==> src/rtl/instr_fetch_unit.sv <==
// 16-bit little-endian instruction fetch from byte memory with req/ack reads and valid/ready handoff.
// Define FETCH_BRANCH_EN to add the PCLoad/PCIn branch-load ports.
module instr_fetch_unit #(
  parameter logic [15:0] RESET_PC = 16'h0000,
  parameter int unsigned MAX_WAIT = 15
) (
  input  logic        Clock,
  input  logic        Reset,
  input  logic        Enable,
  output logic        MemReq,
  output logic [15:0] MemAddr,
  input  logic        MemAck,
  input  logic [7:0]  MemData,
  output logic [15:0] IROut,
  output logic        IRValid,
  input  logic        IRReady,
  output logic [15:0] PCOut,
  output logic        Busy,
  output logic        Timeout
`ifdef FETCH_BRANCH_EN
  ,
  input  logic        PCLoad,
  input  logic [15:0] PCIn
`endif
);

  localparam logic [1:0] IDLE   = 2'd0;
  localparam logic [1:0] REQ_LO = 2'd1;
  localparam logic [1:0] REQ_HI = 2'd2;
  localparam logic [1:0] HOLD   = 2'd3;

  localparam int unsigned WW = (MAX_WAIT < 2) ? 1 : $clog2(MAX_WAIT);
  localparam logic [WW-1:0] WAIT_LAST = WW'(MAX_WAIT - 1);

  logic [1:0]    state;
  logic [15:0]   pc;
  logic [15:0]   instr_start;
  logic [WW-1:0] wait_cnt;
  logic          pc_load;
  logic [15:0]   pc_in;

`ifdef FETCH_BRANCH_EN
  assign pc_load = PCLoad;
  assign pc_in   = PCIn;
`else
  assign pc_load = 1'b0;
  assign pc_in   = '0;
`endif

  assign PCOut = pc;
  assign Busy  = (state != IDLE);

  always_ff @(posedge Clock or posedge Reset) begin
    if (Reset) begin
      state       <= IDLE;
      pc          <= RESET_PC;
      instr_start <= RESET_PC;
      MemAddr     <= RESET_PC;
      MemReq      <= 1'b0;
      IROut       <= '0;
      IRValid     <= 1'b0;
      Timeout     <= 1'b0;
      wait_cnt    <= '0;
    end else if (pc_load) begin
      // Branch load wins over any ack or handoff in the same cycle.
      state    <= IDLE;
      pc       <= pc_in;
      MemAddr  <= pc_in;
      MemReq   <= 1'b0;
      IRValid  <= 1'b0;
      wait_cnt <= '0;
    end else begin
      case (state)
        IDLE: begin
          if (Enable && !Timeout) begin
            state       <= REQ_LO;
            MemReq      <= 1'b1;
            MemAddr     <= pc;
            instr_start <= pc;
            wait_cnt    <= '0;
          end
        end
        REQ_LO, REQ_HI: begin
          if (MemAck) begin
            wait_cnt <= '0;
            pc       <= pc + 16'd1;
            if (state == REQ_LO) begin
              IROut[7:0] <= MemData;
              MemAddr    <= pc + 16'd1;
              state      <= REQ_HI;
            end else begin
              IROut[15:8] <= MemData;
              MemReq      <= 1'b0;
              IRValid     <= 1'b1;
              state       <= HOLD;
            end
          end else if (wait_cnt == WAIT_LAST) begin
            // Abort rewinds to the first byte of the instruction being fetched.
            Timeout  <= 1'b1;
            MemReq   <= 1'b0;
            pc       <= instr_start;
            MemAddr  <= instr_start;
            IRValid  <= 1'b0;
            wait_cnt <= '0;
            state    <= IDLE;
          end else begin
            wait_cnt <= wait_cnt + 1'b1;
          end
        end
        HOLD: begin
          if (IRReady) begin
            IRValid <= 1'b0;
            if (Enable) begin
              state       <= REQ_LO;
              MemReq      <= 1'b1;
              MemAddr     <= pc;
              instr_start <= pc;
              wait_cnt    <= '0;
            end else begin
              state <= IDLE;
            end
          end
        end
        default: state <= IDLE;
      endcase
    end
  end

endmodule
==> config.mk <==
export PLATFORM = sky130hd
export DESIGN_NAME = instr_fetch_unit
export DESIGN_NICKNAME = d
export VERILOG_FILES = /design/src/rtl/instr_fetch_unit.sv
export SDC_FILE = /design/constraint.sdc
export NUM_CORES = 1
export LEC_CHECK = 0
export ABC_CLOCK_PERIOD_IN_PS = 3300
export BUFFER_PORTS_ARGS = -buffer_cell sky130_fd_sc_hd__buf_2
export CORE_MARGIN = 5
export CORE_UTILIZATION = 25
export CTS_CLUSTER_SIZE = 40
export DETAILED_ROUTE_END_ITERATION = 12
export PLACE_DENSITY = 0.52
export SYNTH_ARGS = -nofsm -noshare
export SYNTH_HDL_FRONTEND = slang
export SYNTH_SLANG_ARGS = --single-unit
==> constraint.sdc <==
create_clock -name Clock -period 3.3 [get_ports Clock]
set_clock_uncertainty 0.1 [all_clocks]
set_input_delay 0.165 -clock Clock [delete_from_list [all_inputs] [get_ports Clock]]
set_output_delay 0.165 -clock Clock [all_outputs]
set_load 0.005 [all_outputs]
; After elaboration in Yosys (flattened, before gate mapping)
; Cells that the tools add are included.
[word_totals]
input_bits = 13
output_inout_bits = 52
register_bits = 73
wordCells = 75
[op_classes]
n_eq_ne = 10
mux = 33
reduce_logical = 18
bitwise_logic = 2
addsub = 2
[ops]
columns = op, n
row1 = 16-bit 2-to-1 mux, 7
row2 = 16-bit one-hot mux with 3 select lines, 1
row3 = 16-bit one-hot mux with 2 select lines, 1
row4 = 4-bit 2-to-1 mux, 5
row5 = "16-bit by 1-bit adder with 16-bit output, second input constant", 1
row6 = 3-bit AND reduction, 5
row7 = 4-bit one-hot mux with 3 select lines, 1
row8 = 1-bit 2-to-1 mux, 11
row9 = 5-bit AND reduction, 2
row10 = "3-bit != test, second input constant", 3
row11 = 2-bit 2-to-1 mux, 4
row12 = 4-bit AND reduction, 2
row13 = 2-bit nonzero test, 4
row14 = "2-bit != test, second input constant", 3
row15 = 2-bit one-hot mux with 3 select lines, 1
row16 = "4-bit by 1-bit adder with 4-bit output, second input constant", 1
row17 = "2-bit equality test, second input constant", 2
row18 = "4-bit equality test, second input constant", 1
row19 = 1-bit one-hot mux with 3 select lines, 1
row20 = "2-bit by 1-bit equality test with 1-bit output, second input constant", 1
row21 = 2-bit zero test, 1
row22 = 1-bit NOT, 2
row23 = 1-bit one-hot mux with 2 select lines, 1
row24 = 2-bit AND reduction, 1
row25 = other kinds (3), 3

; Logic depth before layout (Yosys ltp)
; Gate-level depths: netlist (run 1).
[logic_depth]
ltp_word = 4
mapped_depth = 10
mapped_depth_nobuf = 7

; Least setup slack after synthesis (run 1)
; No wires, ideal clock.
[synth_timing]
kind = reg2reg
from = reg state[0]
to = reg MemAddr[13]
path_buffers = 3
stages_incl_launch_ff = 11
setup_ps = 135
synth_period_minus_slack_ps = 2273
slack_ps = 1027
required_ps = 3065
arrival_ps = 2038
cell_sequence = dfrtp_1 -> inv_1 -> ha_1 -> buf_2 -> inv_1 -> or3_1 -> buf_2 -> nand3b_1 -> buf_2 -> mux2i_1 -> o41ai_1
[synth_between]
elab_chain_len = 4
word_cells_on_any_way = 12
classes_between = eq/ne (8) / mux (1) / reduce/logical (3)
[synth_lines]
columns = element, line
row1 = "start, declared", 35  ; logic [1:0] state;
row2 = "start signal, assigned", 55  ; state <= IDLE;
row3 = "start signal, assigned", 66  ; state <= IDLE;
row4 = "start signal, assigned", 76  ; state <= REQ_LO;
row5 = 2-bit by 1-bit equality test with 1-bit output or 2-bit equality test (tied branches), "73, 87"
row6 = 2-bit OR reduction, 73  ; case (state)
row7 = 3-bit != test (no line), --
row8 = 5-bit AND reduction (no line), --
row9 = "end signal, assigned", 68  ; MemAddr <= pc_in;
row10 = "end signal, assigned", 78  ; MemAddr <= pc;
row11 = "end signal, assigned", 89  ; MemAddr <= pc + 16'd1;
row12 = "end, declared", 11  ; output logic [15:0] MemAddr,
; Several ways; a longest one is shown, not always the timed one.
; A chain may end at the register's enable or synchronous reset.

; Worst setup path in the final report (run 1)
[layout_timing]
from = reg pc[0], in the netlist PCOut[0]
to = reg MemAddr[14]
[layout_between]
elab_chain_len = 4
[layout_lines]
columns = element, line
row1 = "start, declared", 36  ; logic [15:0] pc;
row2 = "start signal, assigned", 67  ; pc <= pc_in;
row3 = "start signal, assigned", 86  ; pc <= pc + 16'd1;
row4 = "start signal, assigned", 101  ; pc <= instr_start;
row5 = 16-bit by 1-bit adder with 16-bit output, 89
row6 = 16-bit 2-to-1 mux, 87  ; if (state == REQ_LO) begin
row7 = 16-bit 2-to-1 mux, 84  ; if (MemAck) begin
row8 = 16-bit one-hot mux with 3 select lines, 73
row9 = "end signal, assigned", 78
row10 = "end signal, assigned", 89
row11 = "end signal, assigned", 102  ; MemAddr <= instr_start;
; Every way passes these cells. The select of a mux whose other input is x is not followed.

==> results by group, run 1 <==
STA
  • Unrepaired setup endpoints after global routing: no
  • Post-layout min period: roughly 2.5 ns
  • Hold WS: between 0.1 and 0.15 ns
  • Relative slew margins: around half
  • Worst Max-Slew Pin Slew: 0.7629 ns
  • Fin. Hold Viols: 0
  • Fin Setup TNS: 0 ns
  • Final period utilization: between 70% and 80%
  • # setup viols final: 0
  • Max Clock Freq: approximately 0.41 GHz
  • Final Max Tran Viols: 0

Global route
  • First-pass GRT wire length: roughly 17 mm
  • Total gr overflow: 0
  • Total Routing Usage GR: around an eighth
  • Vias in the first global route: 3099
  • Largest net degree at the start of global routing: 36
  • Initial antenna violation count: 0

Die
  • Initial Util: about 25%
  • DIE HEIGHT: 131.4 µm
  • Die Width: between 100 and 150 µm
  • Core Footprint: between 10000 and 15000 µm²
  • Die Area: about 17000 µm²
  • Ports: 65
  • Row count: 44

Run status
  • Outcome: finished, final reports clean

Routing
  • Via/cell ratio: ~4.8
  • Total Wirelength: 9.978 mm
  • Initial drt markers: roughly 180
  • WL/cell: about 16 µm
  • Antenna Nets Post-Route: 0
  • DR vias: approximately 3000
  • Drt pass-1 iters: 4
  • # DRC: 0

Synthesis
  • Post-synthesis simple-gate area fraction: between 10 and 15%
  • Top cell type's share of synthesized area: about half
  • Mapped Nets: ~380
  • Syn. warnings: 0
  • Cell taking the most area after synthesis: dfrtp_1
  • Ranking of synthesized cells by area: dfrtp_1 (50%), mux2_2 (11%), nand2_1 (4.0%)
  • Mux contribution to synthesized area: roughly an eighth
  • FFs w/ async S/R, synth: 100.0%
  • Adder-cell share of the synthesized area: under 10%
  • Main combinational cell family by area after synthesis: compound AO/OA/AOI/OAI gates
  • Post-synth EDFFs: 0
  • Seq/Total Area, Yosys: 49.56%
  • Post-Synth XOR/XNOR Area: less than 1%
  • Netlist cell types: 49
  • Post-synthesis compound-gate area fraction: 15.85%
  • Syn Inst Count: 356
  • Post-synth top flop: dfrtp_1
  • Area of the mapped netlist: ~3700 µm²
  • Number of synthesized register bits: 73
  • Synth Area per Inst: roughly 10 µm²

Layout
  • Final cell count without fillers: 614
  • Synth-to-layout area growth: 24.75%
  • Most frequent cells in the layout: dfrtp_1 (73), buf_2 (64), nand2_1 (39), mux2_2 (36), o21ai_0 (27)
  • Fin nets: roughly 450
  • Commonest non-fill, non-tap cell in the layout: dfrtp_1
  • Layout cells sized above 1: a little under a third
  • Post-layout util: between 30% and 40%
  • Antenna diodes: 0
  • FILL cells: about 1500

Power and ir drop
  • Comb pwr share: between 40% and 50%
  • Sequential share of power: roughly 36%
  • Sw frac: approximately two fifths
  • Pwr Density: approximately 970 nW/µm²
  • Clock share of power: between 20% and 30%
  • Total Power: about 4.5 mW
  • Worst vdd ir: 0.3414 mV
  • Internal: ~2.8 mW
  • Pleak: approximately 2.1 nW
  • Net Switching: roughly 1.7 mW

Worst setup path
  • Worst EP required: between 3 and 4 ns
  • Crit-path max FO: 9
  • Crit Path Category: register to register
  • R2R setup slack: roughly 0.85 ns
  • Reg2reg start: PCOut[0]$_DFFE_PP0P_
  • Worst r2r dst: MemAddr[14]$_DFFE_PP0P_
  • R2R depth: 6
  • CP Data Arrival Time: 2.63 ns
  • CP Capture Type: register
  • Critical Path Start Type: register
  • Worst setup path startpoint: PCOut[0]$_DFFE_PP0P_

CTS
  • Worst-Skew Late Latency: 0.33 ns
  • Reg clk slew, reported paths: approximately 0.060 ns
  • CTS max path bufs: 2
  • Cts bufs inserted: 9
  • H-tree depth: 3
  • Post CTS Setup Buffer Count: 0
  • CTS tree: done
  • Clk root buf: clkbuf_16
  • Clk sinks: between 70 and 80

Placed design
  • Gp weighted congestion: between 0.7 and 0.8
  • IO Port Bufs: 64
  • Placed cells: roughly 600
  • Hpwl dp: between 6 and 7 mm

Hold path
  • Worst Hold Launch: Enable
  • Worst hold path cell count: 4
  • Hold Path Class: primary input to register
  • Hold endpoint: state[0]$_DFFE_PP0P_

Job
  • Max cap viols: 0
[power groups by stage]
stage	Clock, mW	Combinational (mW)	Sequential [mW]
5_1_grt	1.05	2.08	1.70
2_1_floorplan	0	1.28	1.54
3_3_place_gp	0	1.83	1.63
4_1_cts	1.00	1.90	1.64
3_5_place_dp	0	1.89	1.65
6_report	0.991	1.86	1.63
[timing repair]
| action | in CTS | in global routing |
|---|---|---|
| resized for setup | 0 | 0 |
| hold buffers | 9 | 0 |
| endpoints found under the setup margin | 0 | 0 |
| endpoints found under the hold margin | 49 | 0 |
[kinds of logic (layout without fill, tap and decap cells)]
family | after synthesis | in the layout
AO/OA/AOI/OAI | 91 | 91
XOR/XNOR | 2 | 2
adder cells (fa/ha/maj) | 8 | 8
buffers and inverters | 35 | 109
flip-flops | 73 | 73
multiplexers | 43 | 43
AND/OR/NAND/NOR | 104 | 104
[routing by layer]
layer  routed length (µm)  global-route usage [%]  up-vias
li1                     -                       -     1425
met1                 4615                   15.34     1483
met2                 4834                   19.44       50
met3                  377                   3.096       11
met4                  150                   4.171        0
met5                    0                       0        -
[registers in the layout, indices dropped and copies added (netlist names)]
name         count
wait_cnt         4
state            2
MemReq           1
IROut           16
PCOut           16
IRValid          1
Timeout          1
MemAddr         16
instr_start     16
[metrics by stage]
stage / worst slack (ns) / instance area, µm²
2_1_floorplan: 1.027 / 3686
3_3_place_gp: 0.9211 / 4212
3_5_place_dp: 0.8521 / 4212
4_1_cts: 0.8257 / 4598
5_1_grt: 0.5234 / 4598
6_report: 0.8492 / 4598
[synth_stat cells, types with 4 or more instances]
master / count
dfrtp_1: 73
nand2_1: 39
mux2_2: 36
o21ai_0: 27
a21oi_1: 22
nor2_1: 18
clkbuf_1: 12
inv_1: 10
nand3_1: 10
buf_2: 9
ha_1: 8
o31ai_1: 7
or3_1: 7
mux2i_1: 6
o22ai_1: 6
nor2b_1: 5
a221oi_1: 4
nand4_1: 4
nor3_1: 4
[layout make-up]
type / instances / area [µm²] / share of cell area, %
clock buffer: 12 / 256.5 / 5.578
inverter: 10 / 37.54 / 0.8163
clock inverter: 3 / 40.04 / 0.8707
sequential: 73 / 1827 / 39.73
multi-input combinational: 248 / 1714 / 37.28
timing repair buffer: 84 / 493.0 / 10.72
tap: 184 / 230.2 / 5.007
[critical path, cell delays in order (launching register included)]
cell,delay [ns]
dfrtp_1,0.49
ha_1,0.26
nand4_1,0.33
or4b_1,0.68
mux2i_1,0.16
a211oi_1,0.26
a21o_1,0.11
[worst max-delay path by stage]
stage / endpoint / slack [ns] / depth (start not counted)
floorplan: MemAddr[13]$_DFFE_PP0P_ / 1.03 / 10
global placement: MemAddr[14]$_DFFE_PP0P_ / 0.92 / 6
CTS: MemAddr[13]$_DFFE_PP0P_ / 0.83 / 9
detailed placement: MemAddr[13]$_DFFE_PP0P_ / 0.85 / 9
global route: MemAddr[13]$_DFFE_PP0P_ / 0.52 / 9
finish: MemAddr[14]$_DFFE_PP0P_ / 0.85 / 6
(Power assumes the default switching activity.)
==> inputs of run 2 (changes only) <==
ABC_CLOCK_PERIOD_IN_PS = 2400   (was 3300)
clock period = 2.4 ns   (was 3.3 ns; I/O delays follow)
==> run 2 against run 1 <==
  * Sequential cell count is the same
  * Utilization grew 0.74 points
  * Global-route usage shrank 0.14 points
  * Sequential share of layout area shrank 0.91 points
  * Routed wire length grew 0.80%
  * Sequential power grew 33%
  * Combinational power grew 52%
  * Hold slack lost 0.060 ns
  * Clock power grew 35%
  * Cell count grew 1.8%
  * Critical path type unchanged
  * Largest power group unchanged
  * Highest routed layer unchanged
==> results by group, run 2 (synthesis results as in run 1) <==
Power and ir drop
  • Pwr Density: 1343 nW/µm² (+38%)
  • Worst vdd ir: 0.5659 mV (+66%)
  • Pleak: 2.124 nW (+3.0%)

Worst setup path
  • Reg2reg start: state[0]$_DFFE_PP0P_
  • Critical path, cell by cell: inv_1 -> ha_1 -> nor2b_1 -> nand2_1 -> nand3b_1 -> buf_4 -> buf_4 -> o31ai_1
  • Worst EP required: 2.52 ns (-0.96 ns)
  • Crit-path max FO: 18 (+9)
  • Critical Path Start Type: register
  • R2R depth: 8 (+2)
  • Critical path's top delay family: buffers and inverters
  • Slowest cell delay on critical path: 0.42 ns (-0.26 ns)
  • CP bufs+invs: 3 (+3)
  • Worst setup path startpoint: state[0]$_DFFE_PP0P_
  • CP Data Arrival Time: 2.34 ns (-0.29 ns)
  • Most frequent CP cell: buf_4
  • R2R setup slack: 0.18 ns (-0.67 ns)
  • Critical path's slowest cell: dfrtp_1
  • Crit Path Category: register to register
  • Worst r2r dst: MemAddr[5]$_DFFE_PP0P_
  • CP Capture Type: register

Die
  • Row count: 44 (unchanged)
  • Initial Util: 25.46% (unchanged)
  • Die Area: 17270 µm² (unchanged)
  • DIE HEIGHT: 131.4 µm (unchanged)
  • Ports: 65 (unchanged)
  • Core Footprint: 14480 µm² (unchanged)
  • Die Width: 131.4 µm (unchanged)

Global route
  • Total gr overflow: 0 (unchanged)
  • First-pass GRT wire length: 16.69 mm (-0.45%)
  • Total Routing Usage GR: 11.78% (-0.14 points)
  • Initial antenna violation count: 0 (unchanged)
  • Largest net degree at the start of global routing: 74 (+110%)
  • Vias in the first global route: 3047 (-1.7%)

STA
  • Max Clock Freq: 0.4506 GHz (+10%)
  • Fin Setup TNS: 0 ns (unchanged)
  • Post-layout min period: 2.219 ns (-0.2317 ns)
  • Relative slew margins: 71.94% (+23 points)
  • Worst Max-Slew Pin Slew: 0.4210 ns (-0.3420 ns)
  • Fin. Hold Viols: 0 (unchanged)
  • Unrepaired setup endpoints after global routing: no
  • Final period utilization: 92.46% (+18 points)
  • # setup viols final: 0 (unchanged)
  • Final Max Tran Viols: 0 (unchanged)
  • Final worst slack: 0.1809 ns (-0.6683 ns)

CTS
  • Reg clk slew, reported paths: 0.06 ns (about the same)
  • Clk root buf: clkbuf_16
  • Worst-Skew Late Latency: 0.33 ns (about the same)
  • Post CTS Setup Buffer Count: 0 (unchanged)
  • Cts bufs inserted: 9 (unchanged)
  • CTS max path bufs: 2 (unchanged)
  • Clk sinks: 73 (unchanged)
  • CTS tree: done
  • H-tree depth: 3 (unchanged)

Layout
  • Most frequent cells in the layout: dfrtp_1 (73), buf_2 (64), nand2_1 (39), mux2_2 (36), o21ai_0 (27)
  • Commonest non-fill, non-tap cell in the layout: dfrtp_1
  • Layout cells sized above 1: 33.11% (+1.7 points)
  • Synth-to-layout area growth: 27.66%
  • Fin nets: 458 (+2.5%)
  • Antenna diodes: 0 (unchanged)

Placed design
  • Gp weighted congestion: 0.8122 (+4.8%)
  • Post-placement setup slack: 0.1643 ns (-0.6878 ns)
  • IO Port Bufs: 64 (unchanged)
  • Hpwl dp: 7.042 mm (+3.1%)

Hold path
  • Worst hold path cell count: 4 (unchanged)
  • Hold endpoint: state[0]$_DFFE_PP0P_
  • Hold Path Class: primary input to register
  • Worst Hold Launch: Enable

Routing
  • Initial drt markers: 118 (-33%)
  • Total Wirelength: 10.06 mm (+0.80%)
  • DR vias: 2997 (+0.94%)
  • Via/cell ratio: 4.795 (-0.83%)
  • Drt pass-1 iters: 4 (unchanged)
  • Antenna Nets Post-Route: 0 (unchanged)
  • WL/cell: 16.09 µm (-0.97%)
  • # DRC: 0 (unchanged)

Run status
  • Outcome: finished, final reports clean

Job
  • Max cap viols: 0 (unchanged)
[run 2: timing repair]
item / CTS / global route
hold buffers: 9 / 0
endpoints found under the hold margin: 89 / 0
gates resized for setup: 0 / 0
[run 2: layer usage]
layer	GRT usage [%]	vias to the layer above	part of all wire (%)
li1	-	1448	-
met1	15.13	1497	47
met2	19.16	46	48
met3	3.287	6	4.6
met4	3.943	0	1.1
met5	0	-	0
[run 2: worst max path at each step]
stage               cells after the start                 endpoint
floorplan                              10  MemAddr[13]$_DFFE_PP0P_
global placement                        5  MemAddr[14]$_DFFE_PP0P_
detailed placement                      8   MemAddr[5]$_DFFE_PP0P_
CTS                                     8   MemAddr[5]$_DFFE_PP0P_
global route                            9   MemAddr[5]$_DFFE_PP0P_
finish                                  8   MemAddr[5]$_DFFE_PP0P_
[run 2: tightest hold or removal path, cell delays in order]
cell	delay, ns
buf_2	0.10
a21oi_1	0.06
nand2_1	0.06
mux2_2	0.14
[run 2: through the flow]
| step | utilization (%) | cells | hold slack (ns) | instance area (µm²) | power (mW) |
|---|---|---|---|---|---|
| finish | 32.50 | 625 | 0.07818 | 4706 | 6.319 |
| global route | 32.50 | 625 | 0.1108 | 4706 | 6.809 |
| CTS | 32.50 | 625 | 0.07322 | 4706 | 6.414 |
| detailed placement | 29.83 | 601 | 0.1451 | 4319 | 5.043 |
| global placement | 29.83 | 601 | 0.1324 | 4319 | 4.951 |
| floorplan | - | 356 | 0.1705 | 3686 | 3.873 |
[run 2: area by class of cell]
type / count / area, µm²
sequential: 73 / 1827
timing repair buffer: 95 / 600.6
clock buffer: 12 / 256.5
inverter: 10 / 37.54
multi-input combinational: 248 / 1714
fill: 1493 / 9773
tap: 184 / 230.2
clock inverter: 3 / 40.04
[run 2: power breakdown]
part	total (mW)	switching [mW]	leakage (nW)	internal (mW)
Clock	1.34	0.491	0.148	0.852
Combinational	2.82	1.49	1.09	1.33
Sequential	2.16	0.403	0.889	1.75
==> inputs of run 3 (changes only) <==
GPL_TIMING_DRIVEN = 0   (was default)
==> run 3 against run 2 <==
  * Via count increased by 4.6%
  * Routed wire length increased by 5.3%
  * Register-to-register slack got worse by 0.12 ns
  * Final area increased by 3.6%
==> results by group, run 3 (synthesis results as in run 1) <==
Run status
  • Outcome: finished, final reports clean

Worst setup path
  • Crit-path max FO: 10 (-8)
  • Critical path's slowest cell: dfrtp_1
  • Worst EP required: 2.50 ns (-0.02 ns)
  • CP Data Arrival Time: 2.44 ns (+0.10 ns)
  • Critical path, cell by cell: inv_2 -> ha_1 -> buf_6 -> clkinvlp_4 -> or3_1 -> buf_6 -> nand3b_1 -> buf_6 -> mux2i_1 -> o41ai_1
  • Most frequent CP cell: buf_6
  • Slowest cell delay on critical path: 0.38 ns (-0.04 ns)
  • R2R setup slack: 0.06 ns (-0.12 ns)
  • Critical Path Start Type: register
  • CP Capture Type: register
  • Crit Path Category: register to register

Layout
  • Antenna diodes: 0 (unchanged)
  • FILL cells: 1469 (-1.6%)
  • Fin nets: 476 (+3.9%)
  • Multi-input gate area: 1737 µm² (+1.3%)
  • Synth-to-layout area growth: 32.32%
  • Layout cells sized above 1: 34.13% (+1.0 points)
  • Register area: 1827 µm² (unchanged)
  • Commonest non-fill, non-tap cell in the layout: dfrtp_1
  • Most frequent cells in the layout: dfrtp_1 (73), buf_2 (67), nand2_1 (38), mux2_2 (36), o21ai_0 (26)

Placed design
  • IO Port Bufs: 64 (unchanged)
  • Gp weighted congestion: 0.8105 (-0.21%)
  • Hpwl dp: 7.254 mm (+3.0%)
  • Post-placement setup slack: -0.5230 ns (-0.6873 ns)

Global route
  • First-pass GRT wire length: 17.44 mm (+4.5%)
  • Largest net degree at the start of global routing: 72 (-2.7%)
  • Vias in the first global route: 3146 (+3.2%)
  • Total Routing Usage GR: 12.56% (+0.78 points)
  • Initial antenna violation count: 0 (unchanged)
  • Total gr overflow: 0 (unchanged)

Power and ir drop
  • Worst vdd ir: 0.4467 mV (-21%)
  • Pwr Density: 1408 nW/µm² (+4.9%)
  • Pleak: 2.189 nW (+3.0%)
  • Total Power: 6.868 mW (+8.7%)

STA
  • Final worst slack: 0.06322 ns (-0.1176 ns)
  • Fin. Hold Viols: 0 (unchanged)
  • Worst Max-Slew Pin Slew: 0.6487 ns (+0.2278 ns)
  • Max Clock Freq: 0.4279 GHz (-5.0%)
  • Relative slew margins: 56.75% (-15 points)
  • Unrepaired setup endpoints after global routing: yes
  • Final period utilization: 97.37% (+4.9 points)
  • Final Max Tran Viols: 0 (unchanged)
  • Post-layout min period: 2.337 ns (+0.1176 ns)
  • # setup viols final: 0 (unchanged)

Routing
  • Initial drt markers: 145 (+23%)
  • Antenna Nets Post-Route: 0 (unchanged)
  • Total Wirelength: 10.60 mm (+5.3%)
  • Drt pass-1 iters: 4 (unchanged)
  • Via/cell ratio: 4.870 (+1.6%)
  • # DRC: 0 (unchanged)
  • DR vias: 3136 (+4.6%)
  • WL/cell: 16.45 µm (+2.2%)

Die
  • DIE HEIGHT: 131.4 µm (unchanged)
  • Die Width: 131.4 µm (unchanged)
  • Row count: 44 (unchanged)
  • Core Footprint: 14480 µm² (unchanged)
  • Initial Util: 25.46% (unchanged)
  • Die Area: 17270 µm² (unchanged)
  • Ports: 65 (unchanged)

CTS
  • CTS max path bufs: 2 (unchanged)
  • Clk sinks: 73 (unchanged)
  • Cts bufs inserted: 9 (unchanged)
  • H-tree depth: 3 (unchanged)
  • Worst-Skew Late Latency: 0.34 ns (about the same)
  • Reg clk slew, reported paths: 0.06 ns (about the same)
  • CTS tree: done
  • Clk root buf: clkbuf_16

Job
  • Max cap viols: 0 (unchanged)

Hold path
  • Hold Path Class: primary input to register
## run 3: cell type report
cell class	count	area share, %
inverters	10	0.8979
plain buffers	24	2.668
repair buffers	89	11.29
clock inverters	6	2.668
well taps	184	4.720
flip-flops and latches	73	37.46
multi-input cells	248	35.61
clock buffers	10	4.695
## run 3: worst max-delay path: cells and delay by family (launching register included)
kind,cells,cell delay (ns)
compound gates,1,0.09
fa+ha+maj,1,0.29
buf+inv,5,0.62
flops,1,0.38
mux,1,0.19
simple gates,2,0.52
## run 3: timing repair
item,CTS,global route
setup buffers,6,9
pin swaps,2,1
hold buffers,9,0
hold endpoints to repair,89,0
setup endpoints to repair,40,31
resized for setup,15,5
## run 3: power by group
group / switching [mW] / internal [mW]
sequential: 0.364 / 1.75
clock: 0.521 / 1.12
combinational: 1.66 / 1.45
total: 2.54 / 4.32
## run 3: worst paths after layout
kind | start | to | cells past startpoint
worst min register to register | MemReq$_DFFE_PP0P_ | MemReq$_DFFE_PP0P_ | 2
worst min-delay path | Enable | state[0]$_DFFE_PP0P_ | 4
min in group asynchronous | Reset | IROut[3]$_DFFE_PP0P_ | 3
worst max-delay path | state[1]$_DFFE_PP0P_ | MemAddr[13]$_DFFE_PP0P_ | 10
max in group asynchronous | Reset | PCOut[10]$_DFFE_PP0P_ | 4
worst max register to register | state[1]$_DFFE_PP0P_ | MemAddr[13]$_DFFE_PP0P_ | 10
## run 3: metal layers
layer  track usage (%)  vias up  wire length (µm)
met2             19.27       69              5117
met4             7.086        0               286
met3             2.102       17               405
met1             16.80     1564              4786
li1                  -     1486                 -
met5                 0        -                 0
## run 3: stage by stage
step	hold slack, ns	util, %	setup TNS (ns)	cell area [µm²]	instances
after floorplan	0.1705	-	0	3686	356
after global placement	0.2650	29.26	-51.08	4237	604
after detailed placement	-0.1077	29.47	-8.110	4267	605
after CTS	0.05095	33.17	0	4802	636
after global routing	0.09379	33.68	-0.1385	4877	644
final	0.05540	33.68	0	4877	644
